$ cat config.mk
export PLATFORM = sky130hd
export DESIGN_NAME = ups_dac_arb
export DESIGN_NICKNAME = d
export VERILOG_FILES = /design/src/rtl/ups_pkg.sv /design/src/rtl/ups_dac_hold.sv /design/src/rtl/ups_dac_arb.sv
export SDC_FILE = /design/constraint.sdc
export NUM_CORES = 1
export LEC_CHECK = 0
export BUFFER_PORTS_ARGS = -buffer_cell sky130_fd_sc_hd__buf_4
export CORE_UTILIZATION = 46
export CTS_BUF_LIST = sky130_fd_sc_hd__clkbuf_4
export DETAILED_ROUTE_END_ITERATION = 10
export PLACE_DENSITY = 0.78
export SLEW_MARGIN = 0
export SYNTH_ARGS = -nofsm -noshare
export SYNTH_HDL_FRONTEND = slang
export SYNTH_SLANG_ARGS = --single-unit
$ cat constraint.sdc
create_clock -name clk -period 1.4 [get_ports clk]
set_input_delay 0.28 -clock clk [delete_from_list [all_inputs] [get_ports clk]]
set_output_delay 0.28 -clock clk [all_outputs]
set_load 0.1 [all_outputs]
$ cat src/rtl/ups_pkg.sv
// Shared types for the UPS DAC write arbiter: FSM state encoding and channel IDs.
package ups_pkg;

    typedef enum logic [1:0] {
        ARB_IDLE  = 2'd0,
        ARB_ISSUE = 2'd1,
        ARB_GAP   = 2'd2,
        ARB_LDAC  = 2'd3
    } arb_state_t;

    localparam logic DAC_CH0 = 1'b0;
    localparam logic DAC_CH1 = 1'b1;

endpackage

$ cat src/rtl/ups_dac_hold.sv
// One-entry newest-wins holding register for a DAC channel, with pend flag.
// Overrun counter is present only when UPS_DAC_ARB_OVR_EN is defined.
module ups_dac_hold
    import ups_pkg::*;
#(
    parameter int unsigned DATA_W = 12,
    parameter int unsigned CNT_W  = 16
) (
    input  logic              clk,
    input  logic              rst,
    input  logic              flush,
    input  logic              dv,
    input  logic [DATA_W-1:0] din,
    input  logic              grant,
    output logic [DATA_W-1:0] dout,
    output logic              pend,
    output logic [CNT_W-1:0]  ovr_cnt
);

    logic [DATA_W-1:0] data_q, data_d;
    logic              pend_q, pend_d;

    // A strobe landing on the grant edge refills the register; grant only clears when idle.
    always_comb begin
        data_d = data_q;
        pend_d = pend_q;
        if (flush) begin
            pend_d = 1'b0;
        end else if (dv) begin
            data_d = din;
            pend_d = 1'b1;
        end else if (grant) begin
            pend_d = 1'b0;
        end
    end

    always_ff @(posedge clk or posedge rst) begin
        if (rst) begin
            data_q <= '0;
            pend_q <= 1'b0;
        end else begin
            data_q <= data_d;
            pend_q <= pend_d;
        end
    end

    assign dout = data_q;
    assign pend = pend_q;

`ifdef UPS_DAC_ARB_OVR_EN
    logic [CNT_W-1:0] cnt_q, cnt_d;
    logic             ovr;

    assign ovr = dv & pend_q & ~grant & ~flush;

    always_comb begin
        cnt_d = cnt_q;
        if (flush) begin
            cnt_d = '0;
        end else if (ovr && (cnt_q != {CNT_W{1'b1}})) begin
            cnt_d = cnt_q + CNT_W'(1);
        end
    end

    always_ff @(posedge clk or posedge rst) begin
        if (rst) begin
            cnt_q <= '0;
        end else begin
            cnt_q <= cnt_d;
        end
    end

    assign ovr_cnt = cnt_q;
`else
    assign ovr_cnt = '0;
`endif

endmodule

$ cat src/rtl/ups_dac_arb.sv
// Round-robin write scheduler for the shared dual-channel DAC with inter-write gap and ldac.
// Optional overrun counters enabled by defining UPS_DAC_ARB_OVR_EN.
module ups_dac_arb
    import ups_pkg::*;
#(
    parameter int unsigned DATA_W  = 12,
    parameter int unsigned GAP_CYC = 4,
    parameter int unsigned CNT_W   = 16
) (
    input  logic              clk,
    input  logic              rst,
    input  logic              flush,
    input  logic [DATA_W-1:0] ch0_data,
    input  logic              ch0_dv,
    input  logic [DATA_W-1:0] ch1_data,
    input  logic              ch1_dv,
    output logic [DATA_W-1:0] dac_data,
    output logic              dac_ch,
    output logic              dac_valid,
    input  logic              dac_ready,
    output logic              ldac,
    output logic              ch0_pend,
    output logic              ch1_pend,
    output logic [CNT_W-1:0]  ch0_ovr_cnt,
    output logic [CNT_W-1:0]  ch1_ovr_cnt
);

    localparam int unsigned       GAP_W    = (GAP_CYC > 1) ? $clog2(GAP_CYC) : 1;
    localparam logic [GAP_W-1:0]  GAP_LAST = GAP_W'(GAP_CYC - 1);

    arb_state_t        state_q, state_d;
    logic [GAP_W-1:0]  gap_q, gap_d;
    logic              last_q, last_d;
    logic [DATA_W-1:0] data_q, data_d;
    logic              ch_q, ch_d;
    logic              grant0, grant1;
    logic [DATA_W-1:0] hold0_data, hold1_data;
    logic              any_pend;

    ups_dac_hold #(
        .DATA_W (DATA_W),
        .CNT_W  (CNT_W)
    ) u_hold0 (
        .clk     (clk),
        .rst     (rst),
        .flush   (flush),
        .dv      (ch0_dv),
        .din     (ch0_data),
        .grant   (grant0),
        .dout    (hold0_data),
        .pend    (ch0_pend),
        .ovr_cnt (ch0_ovr_cnt)
    );

    ups_dac_hold #(
        .DATA_W (DATA_W),
        .CNT_W  (CNT_W)
    ) u_hold1 (
        .clk     (clk),
        .rst     (rst),
        .flush   (flush),
        .dv      (ch1_dv),
        .din     (ch1_data),
        .grant   (grant1),
        .dout    (hold1_data),
        .pend    (ch1_pend),
        .ovr_cnt (ch1_ovr_cnt)
    );

    assign any_pend = ch0_pend | ch1_pend;

    always_comb begin
        state_d   = state_q;
        gap_d     = gap_q;
        last_d    = last_q;
        data_d    = data_q;
        ch_d      = ch_q;
        grant0    = 1'b0;
        grant1    = 1'b0;
        dac_valid = 1'b0;
        ldac      = 1'b0;
        case (state_q)
            ARB_IDLE: begin
                if (any_pend) begin
                    // On a tie, the channel that did not win last time goes first.
                    if (ch0_pend && (!ch1_pend || last_q == DAC_CH1)) begin
                        grant0 = 1'b1;
                        data_d = hold0_data;
                        ch_d   = DAC_CH0;
                        last_d = DAC_CH0;
                    end else begin
                        grant1 = 1'b1;
                        data_d = hold1_data;
                        ch_d   = DAC_CH1;
                        last_d = DAC_CH1;
                    end
                    state_d = ARB_ISSUE;
                end
            end
            ARB_ISSUE: begin
                dac_valid = 1'b1;
                if (dac_ready) begin
                    if (GAP_CYC > 0) begin
                        state_d = ARB_GAP;
                        gap_d   = '0;
                    end else begin
                        state_d = any_pend ? ARB_IDLE : ARB_LDAC;
                    end
                end
            end
            ARB_GAP: begin
                if (gap_q == GAP_LAST) begin
                    state_d = any_pend ? ARB_IDLE : ARB_LDAC;
                    gap_d   = '0;
                end else begin
                    gap_d = gap_q + GAP_W'(1);
                end
            end
            ARB_LDAC: begin
                ldac    = 1'b1;
                state_d = ARB_IDLE;
            end
            default: begin
                state_d = ARB_IDLE;
            end
        endcase
    end

    always_ff @(posedge clk or posedge rst) begin
        if (rst) begin
            state_q <= ARB_IDLE;
            gap_q   <= '0;
            last_q  <= DAC_CH1;
            data_q  <= '0;
            ch_q    <= 1'b0;
        end else begin
            state_q <= state_d;
            gap_q   <= gap_d;
            last_q  <= last_d;
            data_q  <= data_d;
            ch_q    <= ch_d;
        end
    end

    assign dac_data = data_q;
    assign dac_ch   = ch_q;

endmodule
==> metrics.txt, run 1 <==
status=finished with violations; failing checks=setup timing; die area=5140 sq um; Max Cap Viol=0; sequential share of the synthesized area=0.494; final RePlAce weighted congestion=0.809; reg2reg start=u_hold0.pend; std cell rows=24; GRT Overall Usage=0.189; drt drc=0; setup violators final=4; final instance count without filler cells=304; Post-DP HPWL=3.10 mm; Die X=71.7 um; clock transition at the registers of the reported paths=0.13 ns; first-pass GRT wire length=7.38 mm; Area growth, synth to finish=30.3%; Syn Inst Count=194; CP Launch Type=register; total chip power=6.91 mW; cts bufs inserted=5; share of cells above drive strength 1=0.409; vias in the first global route=1562; top_reg_cell synth=dfrtp_1; Max Slew Vio Count=0; num ports=79; detailed router's first-iteration violation count=74; total leakage power=1.28 nW; Initial Util=0.496; clock sinks=44; HP Class=input port to register; CTS tree=built; most frequent cells in the layout=buf_4, dfrtp_1, conb_1; Post-DRT Antenna Nets=0; Avg WL per Cell=14.9 um; H-tree depth=2; number of placed instances, taps included=289; post-layout worst setup margin=-0.0466 ns; PD cells=2370 nW/um^2; crit path launch=u_hold1.pend; clk_lat worst skew=0.37 ns; Mapped Area=2230 sq um; Avg Cell Area, Syn=11.5 sq um; root buffer cell=clkbuf_4; number of flops mapped to enable cells by yosys=0; Worst Setup Path Type=register to primary output; Die Height=71.7 um; asr flop ratio synth=1.00; CP Capture Type=primary output; fin nets=282; Longest Clk Path Bufs=2; Worst EP required=1.12 ns; count of final hold-check violations=0; CP arrival=1.17 ns; period utilization=1.03; Worst Skew=0.0105 ns; commonest non-fill, non-tap cell in the layout=buf_4; WL final=4.52 mm; pin count of the biggest net entering global routing=45; core area=4500 sq um; FILL cells=343; TNS Setup=-0.165 ns; vias per inst=5.23; dpl ws=-0.114 ns; Yosys cell types=33; minimum period implied by the final worst setup slack=1.45 ns; RSZ-0062 raised after global routing=yes; worst vdd ir=1.27 mV; initial antenna violation count=0; total gr overflow=0; Detailed Routing Iterations Pass 1=4; ant diodes=0; number of synthesized register bits=44; total number of yosys warnings=0; Design Area, Final=2910 sq um; via count=1589; Port Buf Inserts=46; worst hold path startpoint=flush; maximum operating frequency=0.691 GHz; worst-path fanout max=4; Area after DPL=2570 sq um
==> cell families after synthesis <==
group / Yosys count / synth area share
adder cells (fa/ha/maj): 1 / 0.00560
buffers and inverters: 46 / 0.147
multiplexers: 26 / 0.130
AO/OA/AOI/OAI: 47 / 0.152
other: 1 / 0.00168
AND/OR/NAND/NOR: 29 / 0.0689
flip-flops: 44 / 0.494
==> area by class of cell <==
type / count / area [sq um] / share of cell area
flip-flops and latches: 44 / 1110 / 0.382
multi-input cells: 136 / 1030 / 0.356
repair buffers: 62 / 609 / 0.209
well taps: 52 / 65.1 / 0.0224
clock inverters: 3 / 42.5 / 0.0146
clock buffers: 5 / 37.5 / 0.0129
inverters: 2 / 7.51 / 0.00258
==> flip-flops by register name, indices dropped and copies added, names as in the netlist <==
signal        count
dac_data         12
u_hold0.dout     12
u_hold0.pend      1
u_hold1.pend      1
u_hold1.dout     12
gap_q             2
dac_ch            1
last_q            1
state_q           2
==> power breakdown <==
group	switching (mW)	total, mW	internal [mW]
combinational	2.91	4.14	1.23
sequential	0.318	1.97	1.66
clock	0.424	0.797	0.373
==> stage by stage <==
step | hold slack [ns] | util
after floorplan | 0.343 | -
after global placement | 0.366 | 0.570
after detailed placement | 0.371 | 0.570
after CTS | 0.0699 | 0.623
after global routing | 0.0711 | 0.646
final | 0.0721 | 0.646
==> cell usage after synthesis, types with 2 or more instances <==
library cell  instances  area [sq um]
dfrtp_1              43          1080
buf_4                32           240
mux2_1               24           270
a21oi_1              16          80.1
nand3_1              13          65.1
o21ai_0              12          60.1
a31oi_2               9           113
clkbuf_1              5          18.8
nor2b_1               5          31.3
buf_2                 4          20.0
nand2_1               4          15.0
a31oi_1               2          12.5
buf_6                 2          22.5
inv_1                 2          7.51
mux2i_1               2          20.0
o21a_1                2          15.0
==> layer usage <==
layer / wire length, um / global-route usage / part of all wire / up-vias
met4: 130 / 0.109 / 0.029 / 0
met5: 0 / 0 / 0 / -
li1: - / - / - / 732
met1: 1940 / 0.228 / 0.43 / 776
met3: 221 / 0.0352 / 0.049 / 12
met2: 2230 / 0.316 / 0.49 / 69
==> path summary, 6_finish.rpt <==
check / cells after the start / slack, ns / end
max in group asynchronous: 4 / 0.62 / last_q
worst min-delay path: 2 / 0.07 / u_hold1.pend
min in group asynchronous: 4 / 0.52 / dac_data[11]
worst max-delay path: 2 / -0.05 / ch1_pend
worst max register to register: 4 / 0.01 / dac_ch
worst min register to register: 1 / 0.50 / u_hold0.dout[0]
==> timing repair <==
item,CTS,global route
setup buffers,4,1
hold endpoints to repair,43,0
pin swaps,0,3
hold buffers,1,0
resized for setup,32,19
gates cloned,1,0
endpoints found under the setup margin,15,16
==> critical path, cell delays in order, from the launching register on <==
cell     delay (ns)
dfrtp_4        0.51
buf_6          0.13
buf_12         0.15
(Power assumes the default switching activity.)
==> inputs of run 2 (changes only) <==
--- a/config.mk
+++ b/config.mk
@@ -6,10 +6,10 @@
 export NUM_CORES = 1
 export LEC_CHECK = 0
 export BUFFER_PORTS_ARGS = -buffer_cell sky130_fd_sc_hd__buf_4
-export CORE_UTILIZATION = 46
+export CORE_UTILIZATION = 50
 export CTS_BUF_LIST = sky130_fd_sc_hd__clkbuf_4
 export DETAILED_ROUTE_END_ITERATION = 10
-export PLACE_DENSITY = 0.78
+export PLACE_DENSITY = 0.8
 export SLEW_MARGIN = 0
 export SYNTH_ARGS = -nofsm -noshare
 export SYNTH_HDL_FRONTEND = slang
==> constraint.sdc (replaced) <==
create_clock -name clk -period 1.53 [get_ports clk]
set_input_delay 0.306 -clock clk [delete_from_list [all_inputs] [get_ports clk]]
set_output_delay 0.306 -clock clk [all_outputs]
set_load 0.1 [all_outputs]
==> run 2 against run 1 <==
  * The run now ends clean
  * Core utilization grew 0.27 points
  * Sequential share of layout area rose by 3.2 points
  * Clock skew rose by 0.0077 ns
  * Hold slack improved by 0.033 ns
  * Cell area down 7.6%
  * Cell count decreased by 2.0%
  * Clock power increased by 13%
  * First-iteration DRC count is 2.7% lower
  * Flip-flop and latch count did not move
  * Largest cell class unchanged
  * Largest power group unchanged
  * Highest routed layer unchanged
==> metrics.txt, run 2 (synthesis gave the netlist of run 1 again) <==
CP Capture Type=primary output (unchanged); Post-DRT Antenna Nets=0 (unchanged); first-pass GRT wire length=6.66 mm (was 7.38 mm); Worst Setup Path Type=register to primary output (unchanged); WL final=4.07 mm (was 4.52 mm); pin count of the biggest net entering global routing=45 (unchanged); die area=4740 sq um (was 5140 sq um); vias in the first global route=1376 (was 1562); commonest non-fill, non-tap cell in the layout=buf_4 (unchanged); clock sinks=44 (unchanged); Design Area, Final=2690 sq um (was 2910 sq um); clk_lat worst skew=0.37 ns (about the same); Area after DPL=2520 sq um (was 2570 sq um); CTS tree=built (unchanged); most frequent cells in the layout=buf_4, dfrtp_1, conb_1 (unchanged); minimum period implied by the final worst setup slack=1.49 ns; ant diodes=0 (unchanged); Worst Skew=0.0182 ns (was 0.0105 ns); Detailed Routing Iterations Pass 1=4 (unchanged); Longest Clk Path Bufs=2 (unchanged); worst vdd ir=1.00 mV (was 1.27 mV); Post-DP HPWL=2.94 mm (was 3.10 mm); Max Cap Viol=0 (unchanged); vias per inst=5.17 (was 5.23); share of cells above drive strength 1=0.343 (was 0.409); final RePlAce weighted congestion=0.832 (was 0.809); detailed router's first-iteration violation count=72 (was 74); Area growth, synth to finish=20.4% (was 30.3%); setup violators final=0 (was 4); CP arrival=1.18 ns (was 1.17 ns); Avg WL per Cell=13.6 um (was 14.9 um); GRT Overall Usage=0.197 (was 0.189); HP Class=input port to register (unchanged); Port Buf Inserts=46 (unchanged); worst-path fanout max=4 (unchanged); worst hold slack=0.105 ns (was 0.0721 ns); FILL cells=347 (was 343); Max Slew Vio Count=0 (unchanged); drt drc=0 (unchanged); status=finished clean (was finished with violations); R2R depth=3 (was 4); std cell rows=23 (was 24); num ports=79 (unchanged); Die Height=68.8 um (was 71.7 um); PD cells=2230 nW/um^2 (was 2370 nW/um^2); initial antenna violation count=0 (unchanged); crit path launch=state_q[1] (was u_hold1.pend); Initial Util=0.539 (was 0.496); H-tree depth=2 (unchanged); storage element area=1110 sq um (unchanged); post-layout worst setup margin=0.0448 ns (was -0.0466 ns); root buffer cell=clkbuf_4 (unchanged); dpl ws=0.167 ns (was -0.114 ns); reg2reg start=u_hold1.pend (was u_hold0.pend); Worst EP required=1.22 ns (was 1.12 ns); Hold Path Cell Cnt=2 (unchanged); clock transition at the registers of the reported paths=0.12 ns (was 0.13 ns); core area=4140 sq um (was 4500 sq um); CP Launch Type=register (unchanged); count of final hold-check violations=0 (unchanged); fin nets=278 (was 282); total leakage power=1.22 nW (was 1.28 nW); R2R Setup Slk=0.14 ns (was 0.01 ns); via count=1542 (was 1589); FF-to-FF End=dac_ch (unchanged); multi-input logic area=926 sq um (was 1030 sq um); worst hold path startpoint=flush (unchanged); maximum operating frequency=0.673 GHz; Critical Path Sink=ldac (was ch1_pend); total gr overflow=0 (unchanged); RSZ-0062 raised after global routing=no (was yes); Die X=68.8 um (was 71.7 um); cts bufs inserted=5 (unchanged); period utilization=0.971
## run 2: how the worst min path moves through the flow
stage | endpoint | slack [ns]
final | u_hold1.pend | 0.10
after global routing | u_hold1.pend | 0.10
after CTS | u_hold1.pend | 0.1
after detailed placement | u_hold1.dout[5] | 0.40
after global placement | u_hold1.dout[1] | 0.39
after floorplan | u_hold1.pend | 0.37
## run 2: critical path, cell delays in order (launching register included)
cell and delay, ns:
dfrtp_2 0.46, and2_2 0.19, buf_6 0.18
## run 2: cell type report
type | count | area share
clock buffer | 6 | 0.0168
clock inverter | 2 | 0.0223
inverter | 2 | 0.00279
multi-input combinational | 135 | 0.345
sequential | 44 | 0.414
tap | 50 | 0.0233
timing repair buffer | 59 | 0.176
## run 2: timing repair
item / 4_1_cts / 5_1_grt
hold buffers: 1 / 0
gates resized for setup: 5 / 1
buffers inserted: 3 / 1
endpoints found under the hold margin: 25 / 0
endpoints found under the setup margin: 2 / 1
## run 2: routing by layer
| metal | routed length [um] | global-route usage |
|---|---|---|
| met5 | 0 | 0 |
| met4 | 43 | 0.0842 |
| met3 | 285 | 0.0345 |
| met2 | 1910 | 0.309 |
| met1 | 1820 | 0.268 |
## run 2: report_power, final
part	switching [mW]	internal (mW)
Clock	0.374	0.528
Combinational	2.49	0.867
Sequential	0.233	1.51
## run 2: per-stage QoR
step / setup TNS [ns] / util / total power, mW / cells
3_5_place_dp: 0 / 0.609 / 5.00 / 285
5_1_grt: 0 / 0.649 / 6.26 / 298
2_1_floorplan: -0.675 / - / 4.49 / 225
6_report: 0 / 0.649 / 6.01 / 298
3_3_place_gp: 0 / 0.609 / 4.95 / 285
4_1_cts: 0 / 0.646 / 5.99 / 297
==> inputs of run 3 (changes only) <==
--- a/config.mk
+++ b/config.mk
@@ -6,10 +6,9 @@
 export NUM_CORES = 1
 export LEC_CHECK = 0
 export BUFFER_PORTS_ARGS = -buffer_cell sky130_fd_sc_hd__buf_4
-export CORE_UTILIZATION = 50
-export CTS_BUF_LIST = sky130_fd_sc_hd__clkbuf_4
+export CORE_UTILIZATION = 49
 export DETAILED_ROUTE_END_ITERATION = 10
-export PLACE_DENSITY = 0.8
+export PLACE_DENSITY = 0.79
 export SLEW_MARGIN = 0
 export SYNTH_ARGS = -nofsm -noshare
 export SYNTH_HDL_FRONTEND = slang
==> constraint.sdc (replaced) <==
create_clock -name clk -period 1.53 [get_ports clk]
set_input_delay 0.306 -clock clk [delete_from_list [all_inputs] [get_ports clk]]
set_output_delay 0.306 -clock clk [all_outputs]
set_load 0.01 [all_outputs]
==> run 3 against run 2 <==
  * Flip-flop and latch count unchanged
  * Clock skew decreased by 0.012 ns
  * Die area grew 2.0%
  * Sequential share of layout area increased by 1.1 points
  * Clock power shrank 19%
  * Clock-buffer cell count grew 2
  * Critical path depth did not move
  * Highest routed layer unchanged
==> metrics.txt, run 3 (synthesis gave the netlist of run 1 again) <==
CP Launch Type=register (unchanged); total leakage power=1.18 nW (was 1.22 nW); clock sinks=44 (unchanged); CTS tree=built (unchanged); initial antenna violation count=0 (unchanged); pin count of the biggest net entering global routing=16 (was 45); vias in the first global route=1397 (was 1376); vias per inst=5.06 (was 5.17); most frequent cells in the layout=buf_4, dfrtp_1, conb_1 (unchanged); commonest non-fill, non-tap cell in the layout=buf_4 (unchanged); drt drc=0 (unchanged); Die Height=69.5 um (was 68.8 um); Worst Skew=0.00655 ns (was 0.0182 ns); Longest Clk Path Bufs=2 (unchanged); root buffer cell=clkbuf_8 (was clkbuf_4); Worst EP required=1.22 ns (about the same); critical-path cell list=nor2b_1 > buf_4 (was and2_2 > buf_6); final instance count without filler cells=296 (was 298); CP arrival=1.17 ns (was 1.18 ns); reg2reg start=last_q (was u_hold1.pend); Area growth, synth to finish=16.3% (was 20.4%); period utilization=0.964 (was 0.971); cts bufs inserted=5 (unchanged); met2 Use GR=0.274 (was 0.309); CTS Hold Bufs=0 (was 1); clock transition at the registers of the reported paths=0.08 ns (was 0.12 ns); die area=4830 sq um (was 4740 sq um); worst-path cell with the longest stage delay=dfrtp_1 (was dfrtp_2); crit path launch=state_q[1] (unchanged); M3 GR Usage=0.0451 (was 0.0345); setup violators final=0 (unchanged); num ports=79 (unchanged); GRT Overall Usage=0.176 (was 0.197); total chip power=3.97 mW (was 6.01 mW); fin nets=274 (was 278); detailed router's first-iteration violation count=48 (was 72); ant diodes=0 (unchanged); total gr overflow=0 (unchanged); Avg WL per Cell=13.4 um (was 13.6 um); gr busiest metal=met2 (unchanged); HP Class=input port to async pin (was input port to register); std cell rows=24 (was 23); Die X=69.5 um (was 68.8 um); Worst Setup Path Type=register to primary output (unchanged); TNS Setup=0 ns (unchanged); Post-DP HPWL=3.09 mm (was 2.94 mm); count of final hold-check violations=0 (unchanged); met1 usage=0.237 (was 0.268); Max Slew Vio Count=0 (unchanged); Max Cap Viol=0 (unchanged); worst vdd ir=0.726 mV (was 1.00 mV); final RePlAce weighted congestion=0.777 (was 0.832); status=finished clean (unchanged); core area=4350 sq um (was 4140 sq um); CP Capture Type=primary output (unchanged); first-pass GRT wire length=6.65 mm (was 6.66 mm); RSZ-0062 raised after global routing=no (unchanged); H-tree depth=2 (unchanged); Design Area, Final=2600 sq um (was 2690 sq um); share of cells above drive strength 1=0.307 (was 0.343); Port Buf Inserts=46 (unchanged); PD cells=1530 nW/um^2 (was 2230 nW/um^2); clk_lat worst skew=0.29 ns (was 0.37 ns); minimum period implied by the final worst setup slack=1.47 ns (was 1.49 ns); post-layout worst setup margin=0.0551 ns (was 0.0448 ns); WL final=3.98 mm (was 4.07 mm); Post-DRT Antenna Nets=0 (unchanged); Area after DPL=2500 sq um (was 2520 sq um); R2R depth=3 (unchanged); FILL cells=372 (was 347); number of placed instances, taps included=288 (was 285); Initial Util=0.513 (was 0.539); maximum operating frequency=0.678 GHz (was 0.673 GHz); Detailed Routing Iterations Pass 1=4 (unchanged); Largest stage delay, worst path=0.47 ns (was 0.46 ns); dpl ws=0.137 ns (was 0.167 ns); via count=1499 (was 1542); worst-path fanout max=7 (was 4)
run 3: changes by cell type in the layout (fill, tap and decap cells not counted), sizes merged:
cell         change
buf              -3
bufinv           -2
clkbuf           +2
dlygate4sd3      -1
run 3: report_power, final:
| group | internal [mW] | total [mW] | switching [mW] |
|---|---|---|---|
| clock | 0.368 | 0.732 | 0.364 |
| combinational | 0.727 | 1.46 | 0.736 |
| sequential | 1.51 | 1.78 | 0.267 |
| total | 2.61 | 3.97 | 1.37 |
run 3: final cells by class:
cell class,instances,area [sq um],share of cell area
flip-flops and latches,44,1100,0.425
multi-input cells,135,917,0.353
repair buffers,55,413,0.159
clock buffers,8,90.1,0.0347
well taps,52,65.1,0.0251
inverters,2,7.51,0.00289
run 3: worst paths after layout:
kind	to	slack [ns]
setup / recovery	dac_valid	0.06
min in group clk	u_hold1.pend	0.18
setup reg to reg	dac_data[8]	0.12
max in group asynchronous	last_q	0.96
hold / removal	u_hold1.dout[6]	0.005
hold reg to reg	u_hold1.dout[10]	0.48
run 3: metrics by stage:
stage	hold WS, ns	util
3_5_place_dp	0.327	0.575
6_report	0.00539	0.596
4_1_cts	0.0108	0.596
2_1_floorplan	0.372	-
5_1_grt	0.0366	0.596
3_3_place_gp	0.332	0.575
run 3: worst max-delay path: cells and delay by family, from the launching register on:
family	cells	cell delay, ns
buffers and inverters	1	0.16
flip-flops	1	0.47
AND/OR/NAND/NOR	1	0.24
run 3: routing by layer:
layer  part of all wire  wire (um)
met3              0.059        236
met5                  0          0
met1               0.44       1750
met4              0.014         56
met2               0.49       1930
run 3: what timing repair did:
action,CTS,global route
endpoints found under the setup margin,0,1
setup buffers,0,0
resized for setup,0,1
